[src/rtl/busctl_pkg.sv]
// Shared types and defaults for the bus transfer controller.
// The ready-wait timeout is enabled by defining BUSCTL_TIMEOUT_EN.
package busctl_pkg;

    typedef enum logic [1:0] {
        ST_IDLE,
        ST_TURN,
        ST_ACTIVE,
        ST_DONE
    } state_e;

    localparam int WAIT_CYCLES_DEF    = 1;
    localparam int TURN_CYCLES_DEF    = 1;
    localparam int TIMEOUT_CYCLES_DEF = 255;
    localparam int CNT_W              = 8;

    // Saturating conversion of a cycle count into a counter load value.
    function automatic logic [CNT_W-1:0] to_cnt(input int v);
        logic [CNT_W-1:0] r;
        if (v <= 0) begin
            r = '0;
        end else if (v >= (2 ** CNT_W) - 1) begin
            r = '1;
        end else begin
            r = CNT_W'(v);
        end
        return r;
    endfunction

endpackage

[src/rtl/busctl_cnt.sv]
// Loadable down-counter shared by the turn, wait and timeout phases.
// Decrement saturates at zero; zero flag reflects the registered count.
module busctl_cnt
    import busctl_pkg::*;
#(
    parameter int W = CNT_W
) (
    input  logic         clk,
    input  logic         rst,
    input  logic         load,
    input  logic [W-1:0] load_val,
    input  logic         dec,
    output logic         zero
);

    logic [W-1:0] cnt_q;
    logic [W-1:0] cnt_d;

    always_comb begin
        cnt_d = cnt_q;
        if (load) begin
            cnt_d = load_val;
        end else if (dec && (cnt_q != '0)) begin
            cnt_d = cnt_q - 1'b1;
        end
    end

    always_ff @(posedge clk) begin
        if (rst) begin
            cnt_q <= '0;
        end else begin
            cnt_q <= cnt_d;
        end
    end

    assign zero = (cnt_q == '0);

endmodule

[src/rtl/bus_xfer_ctrl.sv]
// Single-transfer controller for a bidirectional bus transceiver.
// Define BUSCTL_TIMEOUT_EN to abort transfers stuck waiting for bus_rdy.
module bus_xfer_ctrl
    import busctl_pkg::*;
#(
    parameter int WAIT_CYCLES    = WAIT_CYCLES_DEF,
    parameter int TURN_CYCLES    = TURN_CYCLES_DEF,
    parameter int TIMEOUT_CYCLES = TIMEOUT_CYCLES_DEF
) (
    input  logic       clk,
    input  logic       rst,
    input  logic       req_valid,
    input  logic       req_write,
    input  logic [7:0] req_wdata,
    output logic       req_ready,
    output logic       rsp_valid,
    output logic [7:0] rsp_rdata,
    output logic       rsp_err,
    output logic       bus_dir,
    output logic       bus_noe,
    output logic [7:0] bus_wdata,
    input  logic [7:0] bus_rdata,
    input  logic       bus_rdy
);

    localparam logic [CNT_W-1:0] WAIT_LOAD = to_cnt(WAIT_CYCLES);
    localparam logic [CNT_W-1:0] TURN_LOAD = to_cnt(TURN_CYCLES - 1);

    state_e     state_q, state_d;
    logic       wr_q, wr_d;
    logic [7:0] wdata_q, wdata_d;
    logic       dir_q, dir_d;
    logic       noe_q, noe_d;
    logic       ready_q, ready_d;
    logic       rsp_valid_q, rsp_valid_d;
    logic [7:0] rdata_q, rdata_d;
    logic       err_q, err_d;

    logic             cnt_load;
    logic [CNT_W-1:0] cnt_val;
    logic             cnt_dec;
    logic             cnt_zero;
    logic             min_busy;

`ifdef BUSCTL_TIMEOUT_EN
    localparam logic [CNT_W-1:0] TO_LOAD = to_cnt(TIMEOUT_CYCLES - 2);

    logic waiting_q, waiting_d;

    // The counter is reused: first the minimum phase, then ready-wait.
    assign min_busy = !cnt_zero && !waiting_q;
`else
    logic unused_timeout;

    assign unused_timeout = (TIMEOUT_CYCLES == 0);
    assign min_busy       = !cnt_zero;
`endif

    busctl_cnt #(
        .W (CNT_W)
    ) u_cnt (
        .clk      (clk),
        .rst      (rst),
        .load     (cnt_load),
        .load_val (cnt_val),
        .dec      (cnt_dec),
        .zero     (cnt_zero)
    );

    always_comb begin
        state_d  = state_q;
        wr_d     = wr_q;
        wdata_d  = wdata_q;
        dir_d    = dir_q;
        rdata_d  = rdata_q;
        err_d    = err_q;
        cnt_load = 1'b0;
        cnt_val  = '0;
        cnt_dec  = 1'b0;
`ifdef BUSCTL_TIMEOUT_EN
        waiting_d = waiting_q;
`endif

        unique case (state_q)
            ST_IDLE: begin
                if (req_valid) begin
                    wr_d     = req_write;
                    wdata_d  = req_wdata;
                    err_d    = 1'b0;
                    dir_d    = req_write;
                    cnt_load = 1'b1;
`ifdef BUSCTL_TIMEOUT_EN
                    waiting_d = 1'b0;
`endif
                    if ((req_write != dir_q) && (TURN_CYCLES > 0)) begin
                        state_d = ST_TURN;
                        cnt_val = TURN_LOAD;
                    end else begin
                        state_d = ST_ACTIVE;
                        cnt_val = WAIT_LOAD;
                    end
                end
            end

            ST_TURN: begin
                if (cnt_zero) begin
                    state_d  = ST_ACTIVE;
                    cnt_load = 1'b1;
                    cnt_val  = WAIT_LOAD;
                end else begin
                    cnt_dec = 1'b1;
                end
            end

            ST_ACTIVE: begin
                if (min_busy) begin
                    cnt_dec = 1'b1;
                end else if (bus_rdy) begin
                    state_d = ST_DONE;
                    if (!wr_q) begin
                        rdata_d = bus_rdata;
                    end
`ifdef BUSCTL_TIMEOUT_EN
                end else if (!waiting_q) begin
                    if (TIMEOUT_CYCLES <= 1) begin
                        state_d = ST_DONE;
                        err_d   = 1'b1;
                        rdata_d = '0;
                    end else begin
                        waiting_d = 1'b1;
                        cnt_load  = 1'b1;
                        cnt_val   = TO_LOAD;
                    end
                end else if (cnt_zero) begin
                    state_d = ST_DONE;
                    err_d   = 1'b1;
                    rdata_d = '0;
                end else begin
                    cnt_dec = 1'b1;
`endif
                end
            end

            ST_DONE: begin
                state_d = ST_IDLE;
            end

            default: begin
                state_d = ST_IDLE;
            end
        endcase

        noe_d       = (state_d != ST_ACTIVE);
        ready_d     = (state_d == ST_IDLE);
        rsp_valid_d = (state_d == ST_DONE);
    end

    always_ff @(posedge clk) begin
        if (rst) begin
            state_q     <= ST_IDLE;
            wr_q        <= 1'b0;
            wdata_q     <= '0;
            dir_q       <= 1'b0;
            noe_q       <= 1'b1;
            ready_q     <= 1'b1;
            rsp_valid_q <= 1'b0;
            rdata_q     <= '0;
            err_q       <= 1'b0;
`ifdef BUSCTL_TIMEOUT_EN
            waiting_q   <= 1'b0;
`endif
        end else begin
            state_q     <= state_d;
            wr_q        <= wr_d;
            wdata_q     <= wdata_d;
            dir_q       <= dir_d;
            noe_q       <= noe_d;
            ready_q     <= ready_d;
            rsp_valid_q <= rsp_valid_d;
            rdata_q     <= rdata_d;
            err_q       <= err_d;
`ifdef BUSCTL_TIMEOUT_EN
            waiting_q   <= waiting_d;
`endif
        end
    end

    assign req_ready = ready_q;
    assign rsp_valid = rsp_valid_q;
    assign rsp_rdata = rdata_q;
    assign rsp_err   = err_q;
    assign bus_dir   = dir_q;
    assign bus_noe   = noe_q;
    assign bus_wdata = wdata_q;

endmodule

[config.mk]
export PLATFORM = sky130hd
export DESIGN_NAME = bus_xfer_ctrl
export DESIGN_NICKNAME = d
export VERILOG_FILES = /design/src/rtl/busctl_pkg.sv /design/src/rtl/busctl_cnt.sv /design/src/rtl/bus_xfer_ctrl.sv
export SDC_FILE = /design/constraint.sdc
export NUM_CORES = 1
export LEC_CHECK = 0
export CAP_MARGIN = 5
export CORE_UTILIZATION = 48
export CTS_BUF_LIST = sky130_fd_sc_hd__clkbuf_4 sky130_fd_sc_hd__clkbuf_8 sky130_fd_sc_hd__clkbuf_16
export DETAILED_ROUTE_END_ITERATION = 10
export GPL_TIMING_DRIVEN = 1
export PLACE_DENSITY = 0.81
export SLEW_MARGIN = 25
export SYNTH_ARGS = -nofsm -noshare
export SYNTH_HDL_FRONTEND = slang
export SYNTH_SLANG_ARGS = --single-unit
[constraint.sdc]
create_clock -name clk -period 4.1 [get_ports clk]
set_input_delay 0.82 -clock clk [delete_from_list [all_inputs] [get_ports clk]]
set_output_delay 0.82 -clock clk [all_outputs]
set_load 0.01 [all_outputs]
==> results of run 1 <==
[stage by stage]
stage | instance area (sq um) | std cells
after global placement | 1712 | 212
after detailed placement | 1712 | 212
final | 1775 | 220
after floorplan | 1311 | 150
after global routing | 1775 | 220
after CTS | 1775 | 220
[path summary, 6_finish.rpt]
kind,startpoint,to
worst min register to register,bus_wdata[1],bus_wdata[1]
worst max-delay path,rst,u_cnt.cnt_q[1]
worst min-delay path,bus_wdata[1],bus_wdata[1]
worst max register to register,u_cnt.cnt_q[0],rsp_rdata[1]
[final cells by class]
type,count,share of cell area
tap,30,0.02114
sequential,30,0.3383
inverter,7,0.01480
clock inverter,2,0.007047
multi-input combinational,105,0.3643
timing repair buffer,40,0.2255
clock buffer,6,0.02889
[routing by layer]
layer | part of all wire | up-vias | global-route usage
met4 | 0.016 | 0 | 0.1282
met1 | 0.43 | 558 | 0.2624
met2 | 0.50 | 31 | 0.3902
li1 | - | 592 | -
met3 | 0.051 | 4 | 0.06667
met5 | 0 | - | 0
[kinds of logic after synthesis]
logic type | count (synthesis)
AOI/OAI and AO/OA | 25
xor gates and xnor gates | 6
adders and majority gates | 4
buffers and inverters | 15
DFF | 30
muxes | 8
other | 1
and+or+nand+nor | 61
[worst reg2reg max path, stage by stage, from the launching register on]
cell,delay [ps]
dfxtp_1,340
inv_1,80
ha_1,250
or3b_1,510
or3_1,600
mux2i_1,250
nor2_1,60
[placed cells by master (no fill, tap or decap), types with 2 or more instances in the layout]
master,Yosys,final
mux2i_1,8,8
ha_1,4,4
nor2_1,21,21
xor2_1,5,5
nor4_1,3,3
inv_1,7,7
nand2b_1,2,2
clkdlybuf4s50_1,0,40
or3_1,2,2
o2111ai_1,2,2
dfxtp_1,30,30
nor3_1,4,4
nand2_1,21,21
o21ai_0,2,2
or4_1,2,2
clkbuf_4,0,5
a21oi_1,11,11
o21a_1,2,2
o211ai_1,3,3
[power by group]
part | internal [mW] | switching [mW] | leakage (nW) | total (mW)
sequential | 0.361 | 0.0589 | 0.245 | 0.419
clock | 0.0823 | 0.100 | 0.0343 | 0.183
combinational | 0.234 | 0.297 | 0.433 | 0.531
total | 0.677 | 0.456 | 0.712 | 1.13
[registers in the layout, summed over array words and instances (netlist names)]
name / flops
rsp_rdata: 8
bus_dir: 1
bus_noe: 1
u_cnt.cnt_q: 8
req_ready: 1
state_q: 2
bus_wdata: 8
rsp_valid: 1
==> key figures, run 1 <==
STA
  • Min Tclk post-route: 2269 ps
  • Final Hold Violating Endpoints: 0
  • Worst Setup Slack, final: 1831 ps
  • Count of final setup violators: 0
  • Final hold slack: 460.9 ps
  • RSZ-0062 raised after global routing: no
  • Relative slew slack: 0.4856
  • Final Max Tran Viols: 0
  • TNS Setup: 0 ps
  • Final period util: 0.5535
  • Worst-Margin Slew: 769.2 ps
  • Skew final: 8.532 ps
  • Fmax: 440.7 MHz

Clock network
  • Clk sink count: 30
  • Clock latency on the worst-skew pair: 320 ps
  • Clock slew at the register clock pins of the worst setup and hold paths: 90 ps
  • CTS Buf Count: 5
  • Max H-tree Level: 2
  • PostCTS Resize Cnt: 0
  • Number of buffers added for setup after CTS: 0
  • Root Buffer Master: clkbuf_4
  • Max Root-Sink Buffers: 2
  • CTS tree: done
  • Hold_buf cts: 0

Run
  • Max cap viols: 0

Synth
  • Post-synthesis mux area share: 0.06107
  • Synthesis-stage register bit count: 30
  • Cells after Synth: 150
  • Synth Area in Adders: 0.03817
  • Compound-Gate Fraction of Synth Area: 0.1260
  • Post-synthesis sequential area ratio: 0.4580
  • Main combinational cell family by area after synthesis: simple AND/OR/NAND/NOR gates
  • Synth Area in Simple Gates: 0.2252
  • Ys flop type: dfxtp_1
  • Post-Synth XOR/XNOR Area: 0.04008
  • Syn. warnings: 0
  • Ys async rst share: 0
  • Netlist cell types: 33
  • Synth top area share: 0.4580
  • Most common cell in the netlist: dfxtp_1
  • Leading area contributor after synthesis: dfxtp_1
  • Mapped cell area: 0.001311 sq mm
  • Synth top area cells: dfxtp_1 46%, mux2i_1 6.1%, nand2_1 6.0%, nor2_1 6.0%, a21oi_1 4.2%
  • Number of flops mapped to enable cells by yosys: 0
  • Commonest cells post-synth: 30 x dfxtp_1, 21 x nand2_1, 21 x nor2_1, 11 x a21oi_1, 8 x mux2i_1
  • Syn nets: 175
  • Mean post-synth cell area: 8.742 sq um

GRT
  • Number of global-route vias before repair: 1135
  • GRT Overall Usage: 0.2324
  • Initial antenna violation count: 0
  • Global-route wire length before repair: 4733 um
  • Largest net degree at the start of global routing: 23
  • Gr ovfl total: 0

Placement
  • Place WS: 1485 ps
  • I/O Buffers: 40
  • DP HPWL: 2220 um
  • RePlAce Congestion: 0.7922

Route
  • Vias: 1185
  • Final wirelength: 3019 um
  • 1st-iter DRT viols: 32
  • Antenna Nets Post-Route: 0
  • DRC: 0
  • Vias per cell: 5.386
  • WL/cell: 13.72 um
  • Drt first pass iters: 4

Critical path
  • Worst path cell trace: clkdlybuf4s50_1 -> or3_1 -> a211oi_1
  • CP required: 4330 ps
  • Crit-path leading delay family: buffers and inverters
  • Worst path depth: 3
  • CP arrival: 2500 ps
  • Crit path launch type: input port
  • Cells on worst reg2reg path: 6
  • Worst path max stage delay: 800 ps
  • Highest fanout seen on the critical path: 22
  • Slowest stage cell on the critical path: clkdlybuf4s50_1
  • Reg2Reg Setup Slack: 1880 ps
  • Worst setup EP type: register
  • WS Path Type: input port to register
  • Worst Path Buf+Inv: 1

Status
  • Status: complete, no violations

Final layout
  • Share of layout cells above drive strength 1: 0.05263
  • # diodes: 0
  • Storage cell area: 600.6 sq um
  • Fillcell total: 217
  • Post-layout util: 0.7039
  • Post-layout nets: 214
  • Area Overhead vs Synth: 35.40%
  • Area of the multi-input gates: 646.9 sq um

Floorplan
  • Core area: 0.002522 sq mm
  • Rows: 18
  • # IOs: 42
  • Die W: 54.27 um
  • Initial Util: 0.5198
  • Die Outline Area: 0.002945 sq mm
  • Die height: 54.27 um

Min path
  • Worst hold path class: register to register
  • Hold Path Depth: 2

Power
  • PD cells: 638.2 mW/mm^2
  • Peak supply drop: 0.4963 mV
  • Total Power: 1.133 mW
  • Lkg Pwr: 0.7118 nW
(Power assumes the default switching activity.)
==> run 2, diff against run 1 <==
--- a/config.mk
+++ b/config.mk
@@ -6,11 +6,11 @@
 export NUM_CORES = 1
 export LEC_CHECK = 0
 export CAP_MARGIN = 5
-export CORE_UTILIZATION = 48
+export CORE_UTILIZATION = 45
 export CTS_BUF_LIST = sky130_fd_sc_hd__clkbuf_4 sky130_fd_sc_hd__clkbuf_8 sky130_fd_sc_hd__clkbuf_16
 export DETAILED_ROUTE_END_ITERATION = 10
 export GPL_TIMING_DRIVEN = 1
-export PLACE_DENSITY = 0.81
+export PLACE_DENSITY = 0.76
 export SLEW_MARGIN = 25
 export SYNTH_ARGS = -nofsm -noshare
 export SYNTH_HDL_FRONTEND = slang
==> constraint.sdc (replaced) <==
create_clock -name clk -period 2.4 [get_ports clk]
set_input_delay 0.48 -clock clk [delete_from_list [all_inputs] [get_ports clk]]
set_output_delay 0.48 -clock clk [all_outputs]
set_load 0.01 [all_outputs]
==> run 2 against run 1 <==
  * Clock-buffer cell count up 1
  * Setup slack lost 1600 ps
  * Design area rose by 0.49%
  * Power rose by 70%
  * Core utilization decreased by 5.7 points
  * Non-clock buffer count grew 1
  * Wire length shrank 5.1%
  * Register-to-register slack worse by 1600 ps
  * Critical path depth increased by 3
  * Largest power group unchanged
==> key figures, run 2 (synthesis gave the netlist of run 1 again) <==
Placement
  • I/O Buffers: 40
  • DP HPWL: 2122 um
  • RePlAce Congestion: 0.7983
  • Place WS: 251.7 ps
  • Area after DPL: 0.001720 sq mm
  • Placed cells: 214

Clock network
  • CTS tree: done
  • Max H-tree Level: 2
  • Clock slew at the register clock pins of the worst setup and hold paths: 90 ps
  • Root Buffer Master: clkbuf_4
  • Max Root-Sink Buffers: 2
  • Number of buffers added for setup after CTS: 0
  • PostCTS Resize Cnt: 0
  • Clk sink count: 30
  • Clock latency on the worst-skew pair: 320 ps
  • Hold_buf cts: 0
  • CTS Buf Count: 5

Critical path
  • WS Path Type: register to register
  • Worst setup EP type: register
  • CP required: 2620 ps
  • Highest fanout seen on the critical path: 8
  • Cells on worst reg2reg path: 6
  • CP arrival: 2390 ps
  • Crit path launch type: register

Floorplan
  • Initial Util: 0.4755
  • Core area: 0.002758 sq mm
  • Die height: 55.98 um
  • Rows: 19
  • Die W: 55.98 um
  • Die Outline Area: 0.003134 sq mm
  • # IOs: 42

Route
  • WL/cell: 12.91 um
  • Final wirelength: 2866 um
  • Vias: 1161
  • Vias per cell: 5.230
  • Antenna Nets Post-Route: 0
  • Drt first pass iters: 4
  • 1st-iter DRT viols: 56
  • DRC: 0

Power
  • Total Power: 1.929 mW
  • PD cells: 1081 mW/mm^2
  • Lkg Pwr: 0.7211 nW
  • Peak supply drop: 0.7782 mV

Status
  • Status: complete, no violations

Final layout
  • Post-layout nets: 215
  • Most frequent cells in the layout: 40 x clkdlybuf4s50_1, 30 x dfxtp_1, 21 x nor2_1, 21 x nand2_1, 11 x a21oi_1
  • Area Overhead vs Synth: 36.07%
  • # diodes: 0
  • Share of layout cells above drive strength 1: 0.05759
  • Commonest non-fill, non-tap cell in the layout: clkdlybuf4s50_1
  • Final Non-Filler Cells: 222
  • Post-layout util: 0.6470
  • Fin area: 0.001784 sq mm

Min path
  • Worst hold path class: register to register
  • Hold Path Depth: 2

GRT
  • GRT Overall Usage: 0.1960
  • Global-route wire length before repair: 4705 um
  • Number of global-route vias before repair: 1111
  • Largest net degree at the start of global routing: 17
  • Initial antenna violation count: 0
  • Gr ovfl total: 0

STA
  • RSZ-0062 raised after global routing: no
  • Min Tclk post-route: 2166 ps
  • Final hold slack: 462.7 ps
  • Count of final setup violators: 0
  • Final period util: 0.9023
  • Worst Setup Slack, final: 234.5 ps
  • Skew final: 6.993 ps
  • TNS Setup: 0 ps
  • Final Hold Violating Endpoints: 0
  • Fmax: 461.8 MHz
  • Final Max Tran Viols: 0

Run
  • Max cap viols: 0
[run 2: layout make-up]
class,instances,area (sq um)
clock buffer,7,58.81
clock inverter,1,5.005
fill,241,973.4
inverter,7,26.28
multi-input combinational,105,646.9
sequential,30,600.6
tap,31,38.79
timing repair buffer,41,407.9
[run 2: layer usage]
layer | track usage | share of wire
met1 | 0.2456 | 0.46
met2 | 0.2993 | 0.46
met3 | 0.08372 | 0.073
met4 | 0.07317 | 0.0059
met5 | 0 | 0
[run 2: worst max-delay path, stage by stage, from the launching register on]
cell and delay [ps]:
dfxtp_1 340, inv_1 90, ha_1 240, or3b_1 490, or3_1 600, mux2i_1 250
nor2_1 50
[run 2: power by group]
group / leakage [nW] / switching [mW] / internal (mW)
combinational: 0.437 / 0.491 / 0.400
clock: 0.0387 / 0.170 / 0.153
sequential: 0.245 / 0.0983 / 0.616
[run 2: path summary, 6_finish.rpt]
path         slack, ps           start            to
min reg2reg        460    bus_wdata[2]  bus_wdata[2]
max                230  u_cnt.cnt_q[0]  rsp_rdata[6]
max reg2reg        230  u_cnt.cnt_q[0]  rsp_rdata[6]
min                460    bus_wdata[2]  bus_wdata[2]
==> run 3, diff against run 2 <==
--- a/config.mk
+++ b/config.mk
@@ -5,6 +5,7 @@
 export SDC_FILE = /design/constraint.sdc
 export NUM_CORES = 1
 export LEC_CHECK = 0
+export ABC_CLOCK_PERIOD_IN_PS = 2400
 export CAP_MARGIN = 5
 export CORE_UTILIZATION = 45
 export CTS_BUF_LIST = sky130_fd_sc_hd__clkbuf_4 sky130_fd_sc_hd__clkbuf_8 sky130_fd_sc_hd__clkbuf_16
==> results of run 3 <==
No change in the layout: final DEF, timing and power equal those of run 2.
